[config.mk]
export PLATFORM = sky130hd
export DESIGN_NAME = program_loader
export DESIGN_NICKNAME = d
export VERILOG_FILES = /design/src/rtl/program_loader.sv
export SDC_FILE = /design/constraint.sdc
export NUM_CORES = 1
export LEC_CHECK = 0
export ABC_AREA = 1
export BUFFER_PORTS_ARGS = -buffer_cell sky130_fd_sc_hd__buf_2
export CAP_MARGIN = 20
export CORE_ASPECT_RATIO = 0.7
export CORE_MARGIN = 3
export CORE_UTILIZATION = 25
export CTS_CLUSTER_DIAMETER = 50
export DETAILED_ROUTE_END_ITERATION = 8
export SYNTH_ARGS = -nofsm -noshare
export SYNTH_HDL_FRONTEND = slang
export SYNTH_SLANG_ARGS = --single-unit
export TNS_END_PERCENT = 10
[constraint.sdc]
create_clock -name clk -period 1.38 [get_ports clk]
set_input_delay 0.207 -clock clk [delete_from_list [all_inputs] [get_ports clk]]
set_output_delay 0.207 -clock clk [all_outputs]
set_load 0.05 [all_outputs]
[src/rtl/program_loader.sv]
// ---------------------------------------------------------------------------
// program_loader
//
// Purpose:
//   Boot loader for the RISC_SPM core. It receives a byte stream over a
//   valid/ready handshake and writes program segments into SRAM. It holds the
//   processor in reset until a RUN command arrives.
//
//   Segment format:  0xA5, addr, len, data[0..len-1] [, checksum]
//   Run command:     0x5A
//   Any other command byte in IDLE is a protocol error.
//
// Configuration:
//   PROGRAM_LOADER_CHECKSUM_EN - when defined, each segment ends with a
//   checksum byte. The modular sum of addr, len, the data bytes and the
//   checksum must be zero. When undefined, the design has no CHECK state and
//   no sum register, and a segment returns straight to IDLE after its last
//   data byte.
//
// Ports:
//   clk        - single clock, rising-edge
//   rst        - asynchronous active-low reset
//   in_valid   - upstream byte available
//   in_data    - upstream byte
//   in_ready   - loader can accept a byte (registered)
//   mem_wr     - SRAM write strobe, one cycle per accepted data byte
//   mem_addr   - SRAM write address
//   mem_data   - SRAM write data
//   cpu_rst_n  - active-low processor reset, released only in RUN
//   done       - boot complete, processor released
//   err        - protocol or checksum failure (sticky until rst)
// ---------------------------------------------------------------------------
module program_loader #(
    parameter int word_size = 8
) (
    input  logic                 clk,
    input  logic                 rst,
    input  logic                 in_valid,
    input  logic [word_size-1:0] in_data,
    output logic                 in_ready,
    output logic                 mem_wr,
    output logic [word_size-1:0] mem_addr,
    output logic [word_size-1:0] mem_data,
    output logic                 cpu_rst_n,
    output logic                 done,
    output logic                 err
);

    localparam logic [word_size-1:0] CMD_LOAD = word_size'(8'hA5);
    localparam logic [word_size-1:0] CMD_RUN  = word_size'(8'h5A);

    typedef enum logic [2:0] {
        IDLE,
        GET_ADDR,
        GET_LEN,
        LOAD,
`ifdef PROGRAM_LOADER_CHECKSUM_EN
        CHECK,
`endif
        RUN,
        ERROR
    } state_t;

    state_t               r_state;
    logic                 r_inReady;
    logic                 r_memWr;
    logic [word_size-1:0] r_memAddr;
    logic [word_size-1:0] r_memData;
    logic                 r_cpuRstN;
    logic                 r_done;
    logic                 r_err;
    logic [word_size-1:0] r_pointer;
    logic [word_size-1:0] r_count;
`ifdef PROGRAM_LOADER_CHECKSUM_EN
    logic [word_size-1:0] r_sum;
    logic [word_size-1:0] w_sumNext;
`endif

    logic w_accept;

    // A byte is consumed only on an edge where both handshake signals are high.
    assign w_accept = in_valid & r_inReady;

`ifdef PROGRAM_LOADER_CHECKSUM_EN
    // Running checksum including the byte currently offered.
    assign w_sumNext = r_sum + in_data;
`endif

    // Whole loader FSM with registered outputs. in_ready defaults to "not in
    // a terminal state". Transitions into RUN/ERROR override it to 0, so the
    // handshake closes on the same edge that the terminal state is entered.
    // mem_wr defaults to 0, so each accepted data byte gives exactly one pulse.
    always_ff @(posedge clk or negedge rst) begin
        if (!rst) begin
            r_state   <= IDLE;
            r_inReady <= 1'b0;
            r_memWr   <= 1'b0;
            r_memAddr <= '0;
            r_memData <= '0;
            r_cpuRstN <= 1'b0;
            r_done    <= 1'b0;
            r_err     <= 1'b0;
            r_pointer <= '0;
            r_count   <= '0;
`ifdef PROGRAM_LOADER_CHECKSUM_EN
            r_sum     <= '0;
`endif
        end else begin
            r_memWr   <= 1'b0;
            r_inReady <= (r_state != RUN) && (r_state != ERROR);

            case (r_state)
                IDLE: begin
                    if (w_accept) begin
                        if (in_data == CMD_LOAD) begin
                            r_state <= GET_ADDR;
                        end else if (in_data == CMD_RUN) begin
                            r_state   <= RUN;
                            r_inReady <= 1'b0;
                            r_cpuRstN <= 1'b1;
                            r_done    <= 1'b1;
                        end else begin
                            r_state   <= ERROR;
                            r_inReady <= 1'b0;
                            r_err     <= 1'b1;
                        end
                    end
                end

                GET_ADDR: begin
                    if (w_accept) begin
                        r_pointer <= in_data;
`ifdef PROGRAM_LOADER_CHECKSUM_EN
                        r_sum     <= in_data;
`endif
                        r_state   <= GET_LEN;
                    end
                end

                GET_LEN: begin
                    if (w_accept) begin
                        r_count <= in_data;
`ifdef PROGRAM_LOADER_CHECKSUM_EN
                        r_sum   <= w_sumNext;
                        r_state <= (in_data == '0) ? CHECK : LOAD;
`else
                        r_state <= (in_data == '0) ? IDLE : LOAD;
`endif
                    end
                end

                // The count is never zero here, so a count of one marks the
                // last data byte of the segment.
                LOAD: begin
                    if (w_accept) begin
                        r_memWr   <= 1'b1;
                        r_memAddr <= r_pointer;
                        r_memData <= in_data;
                        r_pointer <= r_pointer + 1'b1;
                        r_count   <= r_count - 1'b1;
`ifdef PROGRAM_LOADER_CHECKSUM_EN
                        r_sum     <= w_sumNext;
                        if (r_count == word_size'(1)) begin
                            r_state <= CHECK;
                        end
`else
                        if (r_count == word_size'(1)) begin
                            r_state <= IDLE;
                        end
`endif
                    end
                end

`ifdef PROGRAM_LOADER_CHECKSUM_EN
                CHECK: begin
                    if (w_accept) begin
                        if (w_sumNext == '0) begin
                            r_state <= IDLE;
                        end else begin
                            r_state   <= ERROR;
                            r_inReady <= 1'b0;
                            r_err     <= 1'b1;
                        end
                    end
                end
`endif

                RUN: begin
                    r_state <= RUN;
                end

                ERROR: begin
                    r_state <= ERROR;
                end

                default: begin
                    r_state <= IDLE;
                end
            endcase
        end
    end

    assign in_ready  = r_inReady;
    assign mem_wr    = r_memWr;
    assign mem_addr  = r_memAddr;
    assign mem_data  = r_memData;
    assign cpu_rst_n = r_cpuRstN;
    assign done      = r_done;
    assign err       = r_err;

endmodule
==> metrics.csv, run 1 <==
stage,metric,value,unit
finish,areaGrowthSynthToFinish,27.04,%
setup_path,critPathLaunch,r_state[2]$_DFFE_PN0P_,
synth,synth_area_per_cell,7.503,um2
global_route,overflow,0,
finish,final_util,0.3333,
setup_path,crit_required,1.58,ns
route,ant_nets,0,
setup_path,r2r_end,r_pointer[2]$_DFFE_PN0P_,
clocking,tritoncts,yes,
min_path,hold_path.startpoint,in_data[3],
synth,syn_nets,294,
floorplanning,die_y,82.70,um
placed_design,hpwl,3.945,mm
clocking,clk_pin_slew,0.06,ns
clocking,numCtsBuffers,5,
sta,slew-limit-headroom,0.6894,
clocking,postCtsSetupBuffers,0,
floorplanning,die_x,115.6,um
placed_design,numPortBuffers,31,
sta,finalSetupViolCount,0,
power,intPower,3.281,mW
route,drcViolationCount,0,
clocking,clk_latency,0.28,ns
sta,hold_ws,0.1931,ns
setup_path,start_kind,flip-flop,
route,vias,1869,
finish,fin_cells,429,
synth,synth_warnings,0,
sta,worst_pin_slew,0.4658,ns
route,avgRoutedWirePerCell,11.85,um
sta,clock_skew,0.002397,ns
clocking,clockRootBuffer,clkbuf_16,
placed_design,gp_congestion,0.9204,
placed_design,dp.cells,420,
finish,seq_area,978.4,um2
sta,fin_crit_sh,0.9372,
sta,report.final.slew_viol_count,0,
setup_path,worstPathArrival,1.50,ns
setup_path,rr_worst_depth,6,
floorplanning,std_cell_rows,27,
floorplanning,start_util,0.2624,
clocking,cts_max_level,2,
synth,syn-cell-area,2101,um2
synth,yosys_register_bits,39,
outcome,status,"finished, final reports clean",
global_route,antenna_found_initial,0,
power,p_seq_frac,0.337,
setup_path,path_max_fanout,7,
clocking,cts_sinks,39,
finish,stdcell_area,2669,um2
setup_path,r2r_start,r_state[2]$_DFFE_PN0P_,
power,switchingPower,2.560,mW
setup_path,crit_type,reg -> reg,
finish,n_fill_cell,838,
setup_path,r2r_slack,0.09,ns
power,p_comb_frac,0.436,
power,finalPower,5.841,mW
sta,max_freq,773.2,MHz
synth,syn_inst,280,
sta,finalHoldViolations,0,
setup_path,worstSetupEndpointType,flip-flop,
finish,drive_above_1_share,0.2317,
floorplanning,ios,32,
global_route,grt_pass1_wl,8.645,mm
finish,multi_input_area,959.7,um2
power,clkPwrFrac,0.227,
placed_design,placed_area,2474,um2
floorplanning,die-area,9557,um2
min_path,hp-class,in -> reg,
global_route,grt_max_degree,27,
synth,synth_seq_area_share,0.4646,
power,powerDensity,2189,nW/um2
setup_path,endpoint,r_pointer[2]$_DFFE_PN0P_,
floorplanning,core,8006,um2
sta,fin_crit,1.293,ns
sta,rsz0062_at_grt,true,
power,ir_drop,0.8594,mV
finish,final_nets,341,
power,p_leak,1.433,nW
synth,synth.distinct_cells,24,
route,wirelength,5.084,mm
route,via_per_inst,4.357,
finish,antenna_cells,0,
power,swShare,0.4382,
route,dr.pass1.iters,4,
global_route,grt.total_usage,0.1172,
run,maxCapViolCount,0,
route,dr.first_iter.drc_count,129,
global_route,grt_pass1_vias,1726,
clocking,clock_path_buffers,2,
[through the flow]
step	setup TNS [ns]	setup WS, ns
global placement	0	0.01736
global route	-0.2946	-0.04472
floorplan	0	0.005874
finish	0	0.08669
detailed placement	0	0.01918
CTS	0	0.01264
[worst max-delay path: stages, from the launching register on]
cell and delay (ns):
dfrtp_1 0.37, inv_1 0.10, nand2_2 0.09, nor2_2 0.27, buf_4 0.20, nor2_1 0.04
a31oi_1 0.14
[power by group through the flow]
stage | registers (mW) | clock network [mW] | logic [mW]
6_report | 1.97 | 1.32 | 2.55
5_1_grt | 2.04 | 1.42 | 2.85
4_1_cts | 1.96 | 1.35 | 2.55
3_5_place_dp | 1.97 | 0 | 2.54
3_3_place_gp | 1.97 | 0 | 2.52
2_1_floorplan | 2.54 | 0 | 1.21
[per-layer routing]
layer / track usage / share of wire / vias up
met3: 0.03350 / 0.060 / 5
met4: 0.03634 / 0.0079 / 0
met1: 0.1735 / 0.54 / 841
met2: 0.1622 / 0.40 / 42
li1: - / - / 981
met5: 0 / 0 / -
[synthesized netlist by cell type]
cell type | n | area share
o21ai_2 | 8 | 0.033
nand4_1 | 3 | 0.0089
a22oi_1 | 1 | 0.0036
ha_1 | 3 | 0.018
inv_2 | 1 | 0.0018
nand3_1 | 18 | 0.043
inv_4 | 1 | 0.0030
nor3_1 | 2 | 0.0048
buf_4 | 2 | 0.0071
nor2_2 | 2 | 0.0060
a31oi_1 | 4 | 0.012
o21ai_1 | 2 | 0.0048
nor2_8 | 1 | 0.0095
o21ai_0 | 15 | 0.036
nor2_1 | 36 | 0.064
dfrtp_1 | 39 | 0.46
inv_1 | 32 | 0.057
nand2_2 | 3 | 0.0089
xor2_1 | 2 | 0.0083
buf_6 | 2 | 0.011
a21oi_1 | 9 | 0.021
o21bai_1 | 2 | 0.0071
nand2_1 | 89 | 0.16
buf_2 | 3 | 0.0071
[logic make-up (layout without fill, tap and decap cells)]
kind of cell | count (synthesis) | after routing | share of synthesized area
fa+ha+maj | 3 | 3 | 0.01787
xor+xnor | 2 | 2 | 0.008340
buf+inv | 41 | 89 | 0.08695
simple gates | 154 | 154 | 0.3044
compound gates | 41 | 41 | 0.1179
flops | 39 | 39 | 0.4646
[worst min path at each step]
| stage | end | slack [ns] | cells after the start |
|---|---|---|---|
| after CTS | mem_data[3]$_DFFE_PN0P_ | 0.19 | 3 |
| after detailed placement | mem_data[7]$_DFFE_PN0P_ | 0.19 | 1 |
| after global placement | mem_addr[2]$_DFFE_PN0P_ | 0.19 | 1 |
| after floorplan | done$_DFFE_PN0P_ | -0.09 | 0 |
| final | mem_data[3]$_DFFE_PN0P_ | 0.19 | 3 |
| after global routing | mem_data[3]$_DFFE_PN0P_ | 0.20 | 3 |
[what timing repair did]
item                       4_1_cts  5_1_grt
hold endpoints to repair        16        0
setup endpoints to repair        2       32
hold buffers                     1        0
gates resized for setup          1        8
[area by class of cell]
type | count | share of cell area
multi-input combinational | 200 | 0.3596
sequential | 39 | 0.3666
timing repair buffer | 47 | 0.1135
tap | 101 | 0.04735
clock buffer | 5 | 0.04688
clock inverter | 3 | 0.01641
inverter | 34 | 0.04970
[sequential cells by signal, summed over array words and instances, names as in the netlist]
register and cells:
done 1, err 1, in_ready 1, mem_addr 8, mem_data 8, mem_wr 1, r_count 8, r_pointer 8
r_state 3
[layout by cell type (no fill, tap or decap), types with 2 or more instances in the layout]
master and count:
a21oi_1 9, a31oi_1 4, buf_12 2, buf_2 31, buf_4 13, clkbuf_16 5, dfrtp_1 37, dfrtp_2 2
ha_1 2, inv_1 31, inv_2 2, nand2_1 88, nand2_2 2, nand2_4 2, nand3_1 18, nand4_1 3
nor2_1 35, nor2_2 3, nor3_1 2, o21ai_0 13, o21ai_1 4, o21ai_2 8, o21bai_1 2, xor2_1 2
(Power assumes the default switching activity.)
==> run 2: changes to the inputs <==
- CORE_UTILIZATION: 25 -> 30
==> run 2 against run 1 <==
Compared with the run above:
- power is 5.1% lower
- hold slack worse by 0.011 ns
- die area shrank 16%
- clock skew up 0.00078 ns
- wire length is 1.7% lower
- non-clock buffer count rose by 2
- combinational power up 2%
==> metrics.csv, run 2 (same netlist as run 1, synthesis figures left out) <==
stage,metric,value,unit
route,vias,1895,
finish,stdcell_area,2619,um2
route,dr.pass1.iters,5,
setup_path,start_kind,flip-flop,
power,p_leak,1.420,nW
power,ir_drop,1.160,mV
power,powerDensity,2117,nW/um2
placed_design,dp.cells,412,
floorplanning,die_x,106.0,um
route,avgRoutedWirePerCell,11.87,um
setup_path,worstSetupEndpointType,flip-flop,
finish,antenna_cells,0,
finish,multi_input_area,963.4,um2
route,dr.first_iter.drc_count,102,
clocking,postCtsSetupBuffers,0,
setup_path,path_common_cell,nand2_1,
finish,final_util,0.4037,
placed_design,gp_congestion,0.8043,
clocking,numCtsBuffers,5,
finish,final_common_cell,nand2_1,
route,drcViolationCount,0,
min_path,hp-class,in -> reg,
setup_path,crit_type,reg -> reg,
global_route,antenna_found_initial,0,
outcome,status,"finished, final reports clean",
finish,n_fill_cell,687,
sta,worst_pin_slew,0.3487,ns
route,wirelength,4.999,mm
clocking,clk_latency,0.29,ns
setup_path,path_cells,"buf_4, nor3_1, o21ai_0, nand3_1, nand2_1, nand2_1",
setup_path,cpPeakStageDelay,0.40,ns
route,ant_nets,0,
finish,drive_above_1_share,0.2364,
placed_design,numPortBuffers,31,
setup_path,path_max_fanout,6,
sta,rsz0062_at_grt,true,
clocking,cts_max_level,2,
finish,final_nets,343,
floorplanning,core,6486,um2
sta,fin_crit_sh,0.9464,
sta,slew-limit-headroom,0.7651,
clocking,clock_path_buffers,2,
global_route,grt_max_degree,40,
global_route,overflow,0,
sta,fin_crit,1.306,ns
setup_path,crit_required,1.62,ns
finish,layout_common_cells,"nand2_1, dfrtp_1, nor2_1",
clocking,clockRootBuffer,clkbuf_8,
sta,hold_ws,0.1817,ns
finish,areaGrowthSynthToFinish,24.66,%
finish,seq_area,978.4,um2
global_route,grt_pass1_vias,1813,
sta,setup_tns,0,ns
floorplanning,std_cell_rows,24,
sta,finalHoldViolations,0,
sta,finalSetupViolCount,0,
sta,report.final.slew_viol_count,0,
clocking,cts_sinks,39,
setup_path,worstPathArrival,1.54,ns
sta,max_freq,765.7,MHz
placed_design,placed_area,2476,um2
floorplanning,start_util,0.3239,
floorplanning,die-area,8059,um2
floorplanning,die_y,76.02,um
setup_path,critical_path.slowest_cell,dfrtp_1,
route,via_per_inst,4.501,
global_route,grt.total_usage,0.1324,
global_route,grt_pass1_wl,8.666,mm
placed_design,hpwl,3.764,mm
floorplanning,ios,32,
finish,fin_cells,421,
run,maxCapViolCount,0,
clocking,tritoncts,yes,
clocking,clk_pin_slew,0.08,ns
placed_design,place_ws,0.01337,ns
sta,worst_slack,0.07402,ns
sta,clock_skew,0.003175,ns
power,finalPower,5.543,mW
==> run 2: cell count changes in the layout (fill, tap and decap cells not counted), sizes merged <==
cell / delta
buf: +2
==> run 2: final timing paths <==
check                                              from                 endpoint  slack [ns]  cells past startpoint
worst max-delay path             r_state[0]$_DFFE_PN0P_   r_state[0]$_DFFE_PN0P_        0.07                      6
worst min-delay path                         in_data[3]  mem_data[3]$_DFFE_PN0P_        0.18                      3
worst max register to register   r_state[0]$_DFFE_PN0P_   r_state[0]$_DFFE_PN0P_        0.07                      6
worst min register to register  mem_addr[4]$_DFFE_PN0P_  mem_addr[4]$_DFFE_PN0P_        0.48                      2
max in group asynchronous                           rst       in_ready$_DFF_PN0_        0.76                      3
min in group asynchronous                           rst  mem_data[1]$_DFFE_PN0P_        0.41                      3
==> run 2: routing by layer <==
metal	vias up	GRT usage	wire length, um
met4	0	0.03752	47
met2	33	0.1838	1985
met1	876	0.2022	2759
li1	981	-	-
met5	-	0	0
met3	5	0.03133	206
==> run 2: worst max-delay path: cells and delay by family, from the launching register on <==
kind                   cells  cell delay (ns)
AOI/OAI and AO/OA          1             0.21
buffers and inverters      1             0.16
DFF                        1             0.40
and+or+nand+nor            4             0.47
==> run 2: area by class of cell <==
| type | count | share of cell area |
|---|---|---|
| Clock inverter | 3 | 0.01672 |
| Multi-Input combinational cell | 200 | 0.3679 |
| Clock buffer | 5 | 0.02628 |
| Sequential cell | 39 | 0.3736 |
| Timing Repair Buffer | 49 | 0.1214 |
| Tap cell | 91 | 0.04348 |
| Inverter | 34 | 0.05064 |
==> run 2: power by group <==
| part | total (mW) | switching, mW | internal (mW) |
|---|---|---|---|
| Combinational | 2.60 | 1.75 | 0.845 |
| Sequential | 1.97 | 0.369 | 1.60 |
| Clock | 0.980 | 0.441 | 0.539 |
==> run 2: repair_timing <==
action,CTS,global route
gates resized for setup,1,8
pin swaps,0,1
hold buffers,1,0
setup endpoints to repair,2,32
hold endpoints to repair,39,0
==> run 3: changes to the inputs <==
- CORE_UTILIZATION: 30 -> 51
- GPL_TIMING_DRIVEN: unset -> 0
- PLACE_DENSITY: unset -> 0.76
==> run 3 against run 2 <==
Compared with the run above:
- die area shrank 39%
- critical path depth unchanged
- global-route usage up 9.6 points
- sequential power is 3% higher
- critical endpoint is now r_pointer[3]$_DFFE_PN0P_
==> metrics.csv, run 3 (same netlist as run 1, synthesis figures left out) <==
stage,metric,value,unit
outcome,status,"finished, final reports clean",
placed_design,numPortBuffers,31,
finish,layout_common_cells,"nand2_1, dfrtp_1, nor2_1",
clocking,tritoncts,yes,
clocking,ctsHoldBuffers,0,
placed_design,place_ws,-0.1552,ns
sta,fin_crit,1.373,ns
setup_path,cpPeakStageDelay,0.39,ns
global_route,grt.total_usage,0.2287,
sta,report.final.slew_viol_count,0,
global_route,grt_pass1_vias,1884,
placed_design,placed_area,2327,um2
finish,stdcell_area,2535,um2
route,vias,1989,
finish,seq_area,979.7,um2
floorplanning,std_cell_rows,18,
clocking,numCtsBuffers,5,
setup_path,path_cells,"inv_2, nand2_4, nor2_2, clkbuf_4, nor2_1, a31oi_1",
finish,final_common_cell,nand2_1,
clocking,clk_pin_slew,0.08,ns
run,maxCapViolCount,0,
clocking,clockRootBuffer,clkbuf_8,
global_route,overflow,0,
power,swShare,0.4746,
power,clkPwrFrac,0.160,
sta,worst_pin_slew,0.8531,ns
power,powerDensity,2123,nW/um2
floorplanning,start_util,0.5619,
global_route,grt_pass1_wl,8.542,mm
sta,clock_skew,0.009383,ns
power,p_leak,1.384,nW
finish,areaGrowthSynthToFinish,20.67,%
setup_path,rr_worst_depth,6,
global_route,antenna_found_initial,0,
route,wirelength,4.930,mm
setup_path,start_kind,flip-flop,
sta,max_freq,728.1,MHz
route,via_per_inst,5.304,
power,intPower,2.828,mW
setup_path,worstSetupEndpointType,flip-flop,
floorplanning,die-area,4937,um2
finish,drive_above_1_share,0.2554,
clocking,clk_latency,0.30,ns
finish,final_nets,338,
setup_path,path_buf_inv,2,
setup_path,crit_required,1.60,ns
sta,worst_slack,0.006630,ns
placed_design,gp_congestion,0.9304,
power,finalPower,5.382,mW
clocking,clock_path_buffers,2,
sta,finalHoldViolations,0,
clocking,cts_max_level,2,
global_route,grt_max_degree,40,
setup_path,critPathTopFamily,buffers and inverters,
floorplanning,die_y,59.70,um
finish,antenna_cells,0,
floorplanning,core,3739,um2
min_path,hp-class,in -> async,
clocking,cts_sinks,39,
sta,fin_crit_sh,0.9952,
power,p_comb_frac,0.464,
sta,slew-limit-headroom,0.4312,
route,drcViolationCount,0,
finish,multi_input_area,987.2,um2
sta,hold_ws,0.01481,ns
floorplanning,ios,32,
power,switchingPower,2.554,mW
route,avgRoutedWirePerCell,13.15,um
setup_path,r2r_end,r_pointer[3]$_DFFE_PN0P_,
setup_path,crit_type,reg -> reg,
finish,n_fill_cell,338,
route,dr.first_iter.drc_count,151,
power,ir_drop,1.326,mV
setup_path,critical_path.slowest_cell,dfrtp_1,
finish,fin_cells,375,
power,p_seq_frac,0.375,
finish,final_util,0.6780,
placed_design,hpwl,3.715,mm
sta,rsz0062_at_grt,true,
floorplanning,die_x,82.71,um
setup_path,worstPathArrival,1.59,ns
route,ant_nets,0,
placed_design,dp.cells,361,
sta,setup_tns,0,ns
setup_path,r2r_start,r_state[2]$_DFFE_PN0P_,
route,dr.pass1.iters,4,
setup_path,path_max_fanout,10,
sta,finalSetupViolCount,0,
setup_path,r2r_slack,0.007,ns
==> run 3: layer usage <==
metal  global-route usage  part of all wire  vias up
met5                    0                 0        -
met4              0.06760             0.012        0
met3              0.05572             0.080       12
met2               0.3402              0.43       72
met1               0.3324              0.47      933
li1                     -                 -      972
==> run 3: worst max-delay path by stage <==
| stage | from | end | cells past startpoint |
|---|---|---|---|
| 2_1_floorplan | in_ready$_DFF_PN0_ | r_count[5]$_DFFE_PN0P_ | 8 |
| 3_3_place_gp | r_state[2]$_DFFE_PN0P_ | r_pointer[1]$_DFFE_PN0P_ | 6 |
| 3_5_place_dp | r_state[2]$_DFFE_PN0P_ | r_pointer[1]$_DFFE_PN0P_ | 6 |
| 4_1_cts | r_state[1]$_DFFE_PN0P_ | r_pointer[1]$_DFFE_PN0P_ | 5 |
| 5_1_grt | r_state[2]$_DFFE_PN0P_ | r_pointer[3]$_DFFE_PN0P_ | 6 |
| 6_report | r_state[2]$_DFFE_PN0P_ | r_pointer[3]$_DFFE_PN0P_ | 6 |
==> run 3: final cells by class <==
cell class,instances,area share
Clock buffer,7,0.03801
Sequential cell,39,0.3865
Inverter,34,0.05133
Tap cell,50,0.02468
Timing Repair Buffer,37,0.07897
Clock inverter,1,0.002962
Multi-Input combinational cell,200,0.3894
Buffer,7,0.02813
==> run 3: timing repair <==
action,in CTS,in global routing
pin swaps,1,2
setup buffers,2,4
hold endpoints to repair,0,0
resized for setup,6,20
endpoints found under the setup margin,31,26
==> run 3: power by group through the flow <==
stage	sequential, mW	combinational (mW)	clock (mW)
floorplan	2.54	1.21	0
global placement	1.99	2.27	0
detailed placement	2.01	2.32	0
CTS	1.99	2.38	0.883
global route	2.09	2.78	0.925
finish	2.02	2.50	0.863
